## config.mk

```make
export PLATFORM = sky130hd
export DESIGN_NAME = inst_sequencer
export DESIGN_NICKNAME = d
export VERILOG_FILES = /design/src/rtl/inst_sequencer.sv
export SDC_FILE = /design/constraint.sdc
export NUM_CORES = 1
export LEC_CHECK = 0
export ABC_AREA = 1
export CORE_ASPECT_RATIO = 1.5
export CORE_UTILIZATION = 51
export CTS_BUF_LIST = sky130_fd_sc_hd__clkbuf_8 sky130_fd_sc_hd__clkbuf_16
export CTS_CLUSTER_DIAMETER = 200
export DETAILED_ROUTE_END_ITERATION = 8
export PLACE_DENSITY = 0.73
export SETUP_SLACK_MARGIN = 0.1
export SLEW_MARGIN = 25
export SYNTH_ARGS = -nofsm -noshare
export SYNTH_HDL_FRONTEND = slang
export SYNTH_SLANG_ARGS = --single-unit
```

## constraint.sdc

```tcl
create_clock -name clk -period 8 [get_ports clk]
set_input_delay 0.8 -clock clk [delete_from_list [all_inputs] [get_ports clk]]
set_output_delay 0.8 -clock clk [all_outputs]
set_load 0.005 [all_outputs]
```

## src/rtl/inst_sequencer.sv

```systemverilog
// inst_sequencer
//   Fetches 32-bit instructions from a synchronous instruction memory,
//   executes HALT / NOP / REPEAT itself, and hands the execution opcodes
//   (3..10) to the NU array. Nested REPEATs use a small hardware loop stack.
//
// Ports
//   clk, rst_n      clock, synchronous active-low reset
//   start           begin at start_addr (accepted only in IDLE or ERROR)
//   start_addr      first instruction address
//   inst_rd_en      instruction memory read strobe (FETCH)
//   inst_addr       instruction memory address (= pc)
//   inst_rdata      read data, valid the cycle after inst_rd_en
//   issue_valid     execution instruction offered to the NU array
//   issue_ready     NU array accepts the offered instruction
//   issue_opcode    opcode of the offered instruction
//   issue_operands  remaining instruction bits
//   busy            high in FETCH, DECODE, ISSUE
//   done            one-cycle pulse after a HALT is decoded
//   error           high while in ERROR
//   loop_level      loop stack occupancy
//   state_dbg       current FSM state (debug visibility)
//
// Handshake: an instruction transfers on a rising clk edge where
// issue_valid && issue_ready. While issue_valid is high and issue_ready is
// low, issue_opcode/issue_operands hold their values; issue_valid never
// drops without a transfer except on reset.

module inst_sequencer #(
    parameter int INST_W     = 32,
    parameter int ADDR_W     = 6,
    parameter int OP_W       = 5,
    parameter int LOOP_DEPTH = 4,
    parameter int CNT_W      = 16,
    parameter int LEN_W      = 6,
    localparam int LVL_W     = $clog2(LOOP_DEPTH + 1)
) (
    input  logic                   clk,
    input  logic                   rst_n,
    input  logic                   start,
    input  logic [ADDR_W-1:0]      start_addr,
    output logic                   inst_rd_en,
    output logic [ADDR_W-1:0]      inst_addr,
    input  logic [INST_W-1:0]      inst_rdata,
    output logic                   issue_valid,
    input  logic                   issue_ready,
    output logic [OP_W-1:0]        issue_opcode,
    output logic [INST_W-OP_W-1:0] issue_operands,
    output logic                   busy,
    output logic                   done,
    output logic                   error,
    output logic [LVL_W-1:0]       loop_level,
    output logic [2:0]             state_dbg
);

    localparam int IDX_W = (LOOP_DEPTH > 1) ? $clog2(LOOP_DEPTH) : 1;
    localparam int SUM_W = ((ADDR_W > LEN_W) ? ADDR_W : LEN_W) + 1;

    localparam logic [OP_W-1:0] OP_HALT   = OP_W'(0);
    localparam logic [OP_W-1:0] OP_NOP    = OP_W'(1);
    localparam logic [OP_W-1:0] OP_REPEAT = OP_W'(2);
    localparam logic [OP_W-1:0] OP_LAST   = OP_W'(10);

    typedef enum logic [2:0] {
        S_IDLE   = 3'd0,
        S_FETCH  = 3'd1,
        S_DECODE = 3'd2,
        S_ISSUE  = 3'd3,
        S_ERROR  = 3'd4
    } state_t;

    state_t state, state_d;

    logic [ADDR_W-1:0]      pc, pc_d;
    logic [LVL_W-1:0]       sp;
    logic [ADDR_W-1:0]      stk_start [LOOP_DEPTH];
    logic [ADDR_W-1:0]      stk_end   [LOOP_DEPTH];
    logic [CNT_W-1:0]       stk_rem   [LOOP_DEPTH];
    logic [OP_W-1:0]        op_q;
    logic [INST_W-OP_W-1:0] operands_q;
    logic                   done_q;

    // Decode fields
    logic [OP_W-1:0]  op_in;
    logic [CNT_W-1:0] rep_n;
    logic [LEN_W-1:0] rep_l;
    logic [SUM_W-1:0] sum;
    logic             ovf;

    assign op_in = inst_rdata[INST_W-1 -: OP_W];
    assign rep_n = inst_rdata[CNT_W-1:0];
    assign rep_l = inst_rdata[CNT_W+LEN_W-1:CNT_W];
    assign sum   = SUM_W'(pc) + SUM_W'(rep_l);
    // Body end must still be a legal address
    assign ovf   = (sum[SUM_W-1:ADDR_W] != '0);

    // Stack top view
    logic [IDX_W-1:0]  top_idx, push_idx;
    logic              stk_empty, stk_full;
    logic [ADDR_W-1:0] top_start, top_end;
    logic [CNT_W-1:0]  top_rem;

    assign top_idx   = IDX_W'(sp - 1'b1);
    assign push_idx  = IDX_W'(sp);
    assign stk_empty = (sp == '0);
    assign stk_full  = (sp == LVL_W'(LOOP_DEPTH));
    assign top_start = stk_start[top_idx];
    assign top_end   = stk_end[top_idx];
    assign top_rem   = stk_rem[top_idx];

    // Control
    logic              push_en, pop_en, dec_en, clr_en, latch_en, done_d;
    logic              adv_en;
    logic [ADDR_W-1:0] adv_a;

    always_comb begin
        state_d  = state;
        pc_d     = pc;
        push_en  = 1'b0;
        pop_en   = 1'b0;
        dec_en   = 1'b0;
        clr_en   = 1'b0;
        latch_en = 1'b0;
        done_d   = 1'b0;
        adv_en   = 1'b0;
        adv_a    = pc;

        case (state)
            S_IDLE, S_ERROR: begin
                if (start) begin
                    state_d = S_FETCH;
                    pc_d    = start_addr;
                    clr_en  = 1'b1;
                end
            end
            S_FETCH: state_d = S_DECODE;
            S_DECODE: begin
                if (op_in == OP_HALT) begin
                    done_d  = 1'b1;
                    clr_en  = 1'b1;
                    state_d = S_IDLE;
                end else if (op_in == OP_NOP) begin
                    adv_en  = 1'b1;
                    state_d = S_FETCH;
                end else if (op_in == OP_REPEAT) begin
                    if (rep_n == '0 || rep_l == '0) begin
                        // Skip: the skip target may not pass the enclosing loop end
                        if (ovf || (!stk_empty && sum > SUM_W'(top_end))) begin
                            state_d = S_ERROR;
                        end else begin
                            adv_en  = 1'b1;
                            adv_a   = sum[ADDR_W-1:0];
                            state_d = S_FETCH;
                        end
                    end else if (stk_full || ovf ||
                                 (!stk_empty && sum >= SUM_W'(top_end))) begin
                        state_d = S_ERROR;
                    end else begin
                        push_en = 1'b1;
                        pc_d    = pc + 1'b1;
                        state_d = S_FETCH;
                    end
                end else if (op_in <= OP_LAST) begin
                    latch_en = 1'b1;
                    state_d  = S_ISSUE;
                end else begin
                    state_d = S_ERROR;
                end
            end
            S_ISSUE: begin
                if (issue_ready) begin
                    adv_en  = 1'b1;
                    state_d = S_FETCH;
                end
            end
            default: state_d = S_IDLE;
        endcase

        // advance(a): loop back / pop when a lands on the innermost body end
        if (adv_en) begin
            if (!stk_empty && adv_a == top_end) begin
                if (top_rem != '0) begin
                    dec_en = 1'b1;
                    pc_d   = top_start;
                end else begin
                    pop_en = 1'b1;
                    pc_d   = adv_a + 1'b1;
                end
            end else begin
                pc_d = adv_a + 1'b1;
            end
        end
    end

    always_ff @(posedge clk) begin
        if (!rst_n) begin
            state      <= S_IDLE;
            pc         <= '0;
            sp         <= '0;
            op_q       <= '0;
            operands_q <= '0;
            done_q     <= 1'b0;
            for (int i = 0; i < LOOP_DEPTH; i++) begin
                stk_start[i] <= '0;
                stk_end[i]   <= '0;
                stk_rem[i]   <= '0;
            end
        end else begin
            state  <= state_d;
            pc     <= pc_d;
            done_q <= done_d;
            if (latch_en) begin
                op_q       <= op_in;
                operands_q <= inst_rdata[INST_W-OP_W-1:0];
            end
            if (clr_en) begin
                sp <= '0;
            end else if (push_en) begin
                stk_start[push_idx] <= pc + 1'b1;
                stk_end[push_idx]   <= sum[ADDR_W-1:0];
                stk_rem[push_idx]   <= rep_n - 1'b1;
                sp                  <= sp + 1'b1;
            end else if (pop_en) begin
                sp <= sp - 1'b1;
            end else if (dec_en) begin
                stk_rem[top_idx] <= top_rem - 1'b1;
            end
        end
    end

    assign inst_rd_en     = (state == S_FETCH);
    assign inst_addr      = pc;
    assign issue_valid    = (state == S_ISSUE);
    assign issue_opcode   = op_q;
    assign issue_operands = operands_q;
    assign busy           = (state == S_FETCH) || (state == S_DECODE) || (state == S_ISSUE);
    assign done           = done_q;
    assign error          = (state == S_ERROR);
    assign loop_level     = sp;
    assign state_dbg      = state;

endmodule

```

Yosys cells after proc, flatten, opt, wreduce, memory -nomap -nowiden
Memory sizes are Yosys's and may differ from the RTL's.
Index checks and enable logic that the tools add are counted.
Storage, ports and cells
  register bits after elaboration: 45
  RAM bits: 112
  logic and storage cells: 141
  memories kept: 3
Cells by class
  add/subtract/negate cells: 7
  magnitude comparators: 3
  equal/unequal tests: 16
  multiplexer cells: 78
  bitwise operators: 1
  reductions and logical operators: 27
Memory list
  stk_rem: depth 4, bits a word 16, read ports 1, clocked after Yosys merged registers in 0, write ports 4, line 77  | logic [CNT_W-1:0] stk_rem [LOOP_DEPTH];
  stk_end: depth 4, bits a word 6, read ports 1, clocked after Yosys merged registers in 0, write ports 4, line 76  | logic [ADDR_W-1:0] stk_end [LOOP_DEPTH];
  stk_start: depth 4, bits a word 6, read ports 1, clocked after Yosys merged registers in 0, write ports 4, line 75  | logic [ADDR_W-1:0] stk_start [LOOP_DEPTH];
Operator list (number)
  6-bit 2-to-1 mux: 17
  1-bit 2-to-1 mux: 40
  3-bit 2-to-1 mux: 11
  16-bit 2-to-1 mux: 2
  16-bit OR reduction: 2
  16-bit by 1-bit subtractor with 16-bit output (second input constant): 2
  3-bit inequality test (second input constant): 6
  16-bit logical NOT: 1
  16-bit nonzero test: 1
  6-bit by 1-bit adder with 6-bit output (second input constant): 2
  3-bit case mux with 4 select lines: 1
  6-bit case mux with 2 select lines: 1
  6-bit OR reduction: 2
  2-bit 2-to-1 mux: 4
  6-bit by 6-bit adder with 7-bit output: 1
  7-bit by 6-bit greater-or-equal comparator with 1-bit output: 1
  7-bit by 6-bit > comparator with 1-bit output: 1
  7-bit AND reduction: 1
  3-bit by 2-bit == test with 1-bit output (second input constant): 2
  3-bit == test (second input constant): 2
  6-bit == test: 1
  3-bit logical NOT: 2
  6-bit logical NOT: 1
  1-bit logical OR: 6
  other kinds (17): 22

Depth between registers and ports, before layout
Gate-level depths: netlist of run 1.
An unclocked memory read counts as a cell.
  depth in word-level cells: 23
  mapped depth: 33
  mapped depth without buffers: 27

Worst setup path before layout of run 1
Ideal clock, no wire load.
  path kind: flip-flop to flip-flop
  start point: register sp[0], in the netlist loop_level[0]
  end point: memory stk_rem[2][0] (enable)
  data arrival time: 5553 ps
  required time: 7589 ps
  path slack: 2035 ps
  cell stages (with the launch flop): 30
  clock period less this slack: 5965 ps
  cell sequence: dfxtp_1 > buf_2 > inv_2 > buf_4 > buf_2 > buf_2 > buf_1 > ha_1 > clkbuf_2 > inv_2 > clkbuf_1 > nor2_1 > a32oi_1 > ha_1 > a21oi_1 > nand2_1 > a21oi_1 > nand2_2 > nand2_2 > buf_6 > nand4_1 > nand2_2 > nand2_1 > nand2_1 > nand3_4 > nor2_8 > nand3_4 > nand2_2 > nand3_4 > o21ai_0
RTL lines
  start, declared: line 74  | logic [LVL_W-1:0] sp;
  start signal, assigned: line 221  | sp <= sp + 1'b1;
  start signal, assigned: line 223  | sp <= sp - 1'b1;
  end, declared: line 77

==> results.cfg, run 1 <==
[sta]
final_max_slew_viol_count = 0
hold_viol_final = 0
clock_skew_ns = 0.00785
max-slew-margin-rel_pct = 36.6
fin_crit_ns = 6.39
setup_viol = 0
rsz0062_at_grt = no
timing.final.crit_share_pct = 79.9
fmaxAchievable_ghz = 0.156
tightest_slew_ns = 0.951
setup_tns_ns = 0

[yosys]
syn_area_sq_um = 8940
yosysTopAreaCell = edfxtp_1
ys_seq_elements = 157
yosysTopAreaCellShare_pct = 37.6
syn_nets = 1127
yosys_warnings = 0
synthFlopType = edfxtp_1
synth_cell_types = 47
syn_avg_cell_area_sq_um = 8.39
ys_seq_area_share_pct = 47.7
async_flop_share_pct = 0
yosys-top-cells-area = edfxtp_1 38%, dfxtp_1 10%, nor2_1 8.6%
synth-edff-count = 112
synthCells = 1065

[clock_tree]
clk_pin_slew_ns = 0.06
clk_latency_ns = 0.43
cts_max_path_buffers = 2
cts_htree_levels = 4
cts_setup_buffers = 0
cts-root-buf = clkbuf_16
cts_resized = 0
cts-buffers-inserted = 17
cts_hold_buf = 0
cts_tree = built
clock-sinks = 157

[route]
wl_met3_microns = 1210
met1_length_microns = 9250
postRouteWirelength_microns = 25100
drtIter0Drc = 551
viasPerCell = 5.60
top_layer_used = met4
wl_per_cell_microns = 18.6
route.detailed.drc = 0
drt_first_pass_iters = 5
route.met2.wl_microns = 13300
antenna_left = 0
via_count = 7576

[power]
pwr-share-clk_pct = 33.5
intPower_mw = 1.62
p_leak_nw = 4.11
swShare_pct = 33.3
pwr-share-seq_pct = 40.3
peakVddDrop_v = 0.000150
p_switching_mw = 0.810
comb_power_share_pct = 26.2
power_density_nw_per_um2 = 232

[die]
start_util_pct = 52.6
dieWidth_microns = 110
dieHeight_microns = 164
fp.coreArea_sq_um = 17000
rows = 58
ios = 91
dieArea_sq_um = 18100

[grt]
grt_pass1_wl_microns = 39500
grt_pass1_vias = 7454
grt_antenna_before_repair = 0
overflow = 0
grt_usage_pct = 29.7
grt_max_degree = 62

[critical_path]
cp.required_ns = 8.13
path_cells = inv_1 -> ha_1 -> buf_4 -> inv_2 -> nor2_1 -> a32oi_1 -> ha_1 -> a21oi_1 -> nand2_1 -> a21oi_1 -> nand2_2 -> nand2_2 -> nand2_1 -> o21ai_2 -> nand2_1 -> nand2_2 -> inv_2 -> nor2_4 -> nand3_4 -> nand2_2 -> nand3_4 -> a21oi_1 -> buf_4
path_max_fanout = 42
end_kind = flop
cp_common_cell = nand2_2
crit_buf_inv = 5
arrival_ns = 6.52
cp_top_family = simple AND/OR/NAND/NOR gates
startpoint_type = flop
cp_slowest_stage_delay_ns = 0.83
rrSetupSlack_ns = 1.61
cpMaxStageDelayCell = a21oi_1
crit_type = flop to flop

[finish]
drive_gt1_share_pct = 8.49
fin_util_pct = 61.7
final_common_cell = nor2_1
layout.nets = 1191
n_antenna_cell = 0
fin_cells = 1352
areaGrowthSynthToFinish_pct = 17.2
final_cell_mix = 204 x nor2_1, 198 x nand2_1, 112 x edfxtp_1

[placed_design]
place_inst = 1320
gp_congestion = 0.880
hpwl_microns = 17700
numPortBuffers = 90

[flow_run]
maxCapViolations = 0

[run_status]
outcome = finished, final reports clean

[worst_hold_path]
min_path_type = flop to flop
==> cell usage after synthesis (6+ instances only) <==
cell        n
xor2_1     24
nand2_1   198
a21oi_1    41
clkbuf_1   26
nand2_2    10
inv_1      84
buf_6       6
or2_2       9
a32o_1     11
xnor2_1    11
nor3_1     17
nand3_1    42
nor2_1    204
nand4_1    41
edfxtp_1  112
a32oi_1     6
inv_2       7
o21ai_0    74
ha_1       19
o22a_1      7
buf_2      12
nor3_2     11
dfxtp_1    45
==> routing by layer <==
layer	vias to the layer above	global-route usage, %
met5	-	0
met4	0	17.5
met3	74	5.36
met2	226	52.9
met1	3551	32.2
li1	3725	-
==> worst min-delay path, cell delays in order (launching register included) <==
cell,delay [ns]
dfxtp_1,0.31
nand2_1,0.05
nor2_1,0.03
==> sequential cells by signal (all words and copies together) (netlist names) <==
name            flops
state_dbg           3
done                1
stk_rem            64
issue_operands     27
stk_start          24
stk_end            24
issue_opcode        5
inst_addr           6
loop_level          3
==> through the flow <==
| step | hold slack [ns] | instance area, sq um | total power, mW | setup slack (ns) |
|---|---|---|---|---|
| final | 0.435 | 10500 | 2.43 | 1.61 |
| after global routing | 0.475 | 10500 | 2.55 | 1.15 |
| after CTS | 0.436 | 10500 | 2.43 | 1.64 |
| after detailed placement | 0.427 | 9890 | 1.63 | 1.63 |
| after global placement | 0.419 | 9890 | 1.62 | 1.85 |
| after floorplan | 0.431 | 8940 | 1.38 | 2.04 |
==> power groups by stage <==
stage	sequential, mW	combinational (mW)	clock [mW]
2_1_floorplan	0.973	0.408	0
3_3_place_gp	0.994	0.624	0
3_5_place_dp	0.995	0.631	0
4_1_cts	0.979	0.636	0.820
5_1_grt	0.987	0.710	0.851
6_report	0.980	0.637	0.816
==> cells by family (layout without fill, tap and decap cells) <==
logic type	after synthesis	count (layout)	share of synthesized area, %
AND/OR/NAND/NOR	558	558	29.0
flip-flops	157	157	47.7
AO/OA/AOI/OAI	152	152	10.2
buffers and inverters	143	220	6.82
XOR/XNOR	35	35	3.43
adder cells (fa/ha/maj)	20	20	2.88
==> final cells by class <==
| class | instances | area [sq um] |
|---|---|---|
| clock buffer | 17 | 425 |
| tap | 210 | 263 |
| multi-input combinational | 765 | 4060 |
| timing repair buffer | 97 | 953 |
| inverter | 91 | 342 |
| sequential | 157 | 4270 |
| clock inverter | 15 | 164 |
| fill | 1533 | 6510 |
==> worst paths after layout <==
path	startpoint	endpoint	cells after the start
worst max-delay path	loop_level[1]$_SDFFE_PP0P_	stk_rem[3][8]$_DFFE_PP_	23
worst min-delay path	issue_opcode[4]$_SDFFE_PN0P_	issue_opcode[4]$_SDFFE_PN0P_	2
worst max register to register	loop_level[1]$_SDFFE_PP0P_	stk_rem[3][8]$_DFFE_PP_	23
worst min register to register	issue_opcode[4]$_SDFFE_PN0P_	issue_opcode[4]$_SDFFE_PN0P_	2
Power figures use the tool's default switching activity.
==> run 2: changes to the inputs <==
Clock period 8 ns to 6.5 ns, I/O delays scaled along.
==> results.cfg, run 2 (synthesized netlist as in run 1, its figures left out) <==
[grt]
grt_usage_pct = 28.4
grt_max_degree = 53
grt_pass1_vias = 7508
overflow = 0
grt_antenna_before_repair = 0
grt_pass1_wl_microns = 38100

[route]
via_count = 7543
postRouteWirelength_microns = 24000
antenna_left = 0
drt_first_pass_iters = 5
route.detailed.drc = 0
drtIter0Drc = 362
wl_per_cell_microns = 17.7
viasPerCell = 5.57

[die]
rows = 58
dieArea_sq_um = 18100
start_util_pct = 52.6
dieWidth_microns = 110
fp.coreArea_sq_um = 17000
ios = 91
dieHeight_microns = 164

[clock_tree]
cts_setup_buffers = 0
clk_latency_ns = 0.43
cts-buffers-inserted = 17
cts_hold_buf = 0
cts-root-buf = clkbuf_16
clock-sinks = 157
clk_pin_slew_ns = 0.06
cts_htree_levels = 4
cts_max_path_buffers = 2
cts_resized = 0
cts_tree = built

[sta]
hold_ws_ns = 0.439
tightest_slew_ns = 0.884
fmaxAchievable_ghz = 0.174
rsz0062_at_grt = no
setup_viol = 0
max-slew-margin-rel_pct = 40.9
final_max_slew_viol_count = 0
fin_crit_ns = 5.74
timing.final.crit_share_pct = 88.3
setup_tns_ns = 0
clock_skew_ns = 0.00853
hold_viol_final = 0

[placed_design]
numPortBuffers = 90
gp_congestion = 0.933
dpl-instance-area_sq_um = 9910
hpwl_microns = 17200
place_inst = 1323

[power]
p_leak_nw = 4.12
peakVddDrop_v = 0.000192
power_density_nw_per_um2 = 284

[critical_path]
path_max_fanout = 28
crit_type = flop to flop
arrival_ns = 5.80
end_kind = flop
cp.required_ns = 6.56
startpoint_type = flop

[finish]
largest_reg_flops = 64
drive_gt1_share_pct = 8.73
fin_cells = 1355
final_cell_mix = 204 x nor2_1, 198 x nand2_1, 112 x edfxtp_1
postLayoutCellArea_sq_um = 10500
final_common_cell = nor2_1
largest-register = stk_rem
n_antenna_cell = 0
layout.nets = 1194
areaGrowthSynthToFinish_pct = 17.4

[run_status]
outcome = finished, final reports clean

[worst_hold_path]
min_path_type = flop to flop

[flow_run]
maxCapViolations = 0
[run 2: cell types whose count changed in the layout (fill, tap and decap cells not counted), sizes merged]
cell | previous run | this run
clkinvlp | 4 | 3
inv | 99 | 97
buf | 7 | 10
clkinv | 1 | 4
[run 2: layout make-up]
class / instances / area [sq um]
fillers: 1525 / 6490
flip-flops and latches: 157 / 4270
multi-input cells: 765 / 4060
repair buffers: 100 / 976
clock buffers: 17 / 425
inverters: 91 / 342
well taps: 210 / 263
clock inverters: 15 / 158
[run 2: where the power goes]
group / internal [mW] / leakage (nW) / switching (mW)
Combinational: 0.297 / 2.32 / 0.501
Clock: 0.569 / 0.277 / 0.422
Sequential: 1.13 / 1.52 / 0.0585
[run 2: path summary, 6_finish.rpt]
kind / startpoint / to / slack, ns / cells after the start
hold reg to reg: issue_opcode[4]$_SDFFE_PN0P_ / issue_opcode[4]$_SDFFE_PN0P_ / 0.44 / 2
setup / recovery: loop_level[0]$_SDFFE_PP0P_ / stk_rem[1][11]$_SDFFCE_PN0P_ / 0.76 / 22
setup reg to reg: loop_level[0]$_SDFFE_PP0P_ / stk_rem[1][11]$_SDFFCE_PN0P_ / 0.76 / 22
hold / removal: issue_opcode[4]$_SDFFE_PN0P_ / issue_opcode[4]$_SDFFE_PN0P_ / 0.44 / 2
[run 2: metal layers]
metal  GRT usage (%)  vias up  wire [microns]
met5               0        -               0
met3            5.16       58             979
li1                -     3735               -
met2            53.1      201           13300
met4            13.7        0             858
met1            29.7     3549            8920
[run 2: critical path: stages (launching register included)]
cell and delay, ns:
dfxtp_2 0.48, inv_2 0.20, ha_1 0.54, inv_2 0.15
a32oi_1 0.47, ha_1 0.35, a21oi_1 0.14, nand2_1 0.08
a21oi_1 0.16, nand2_2 0.10, nand2_2 0.23, nand3_4 0.18
nand2_2 0.10, nand2_1 0.10, nand2_1 0.08, nand2_1 0.05
nor2_1 0.11, nand2_2 0.10, nor2_8 0.33, nand4_4 0.19
nand2_4 0.31, nand3_4 0.26, nand2_1 0.62
[run 2: metrics by stage]
stage               total power, mW  util [%]  setup WS (ns)
floorplan                      1.70         -          0.535
global placement               1.99      58.3          0.708
detailed placement             2.00      58.3          0.563
CTS                            2.98      61.8          0.791
global route                   3.12      61.8          0.316
finish                         2.98      61.8          0.763
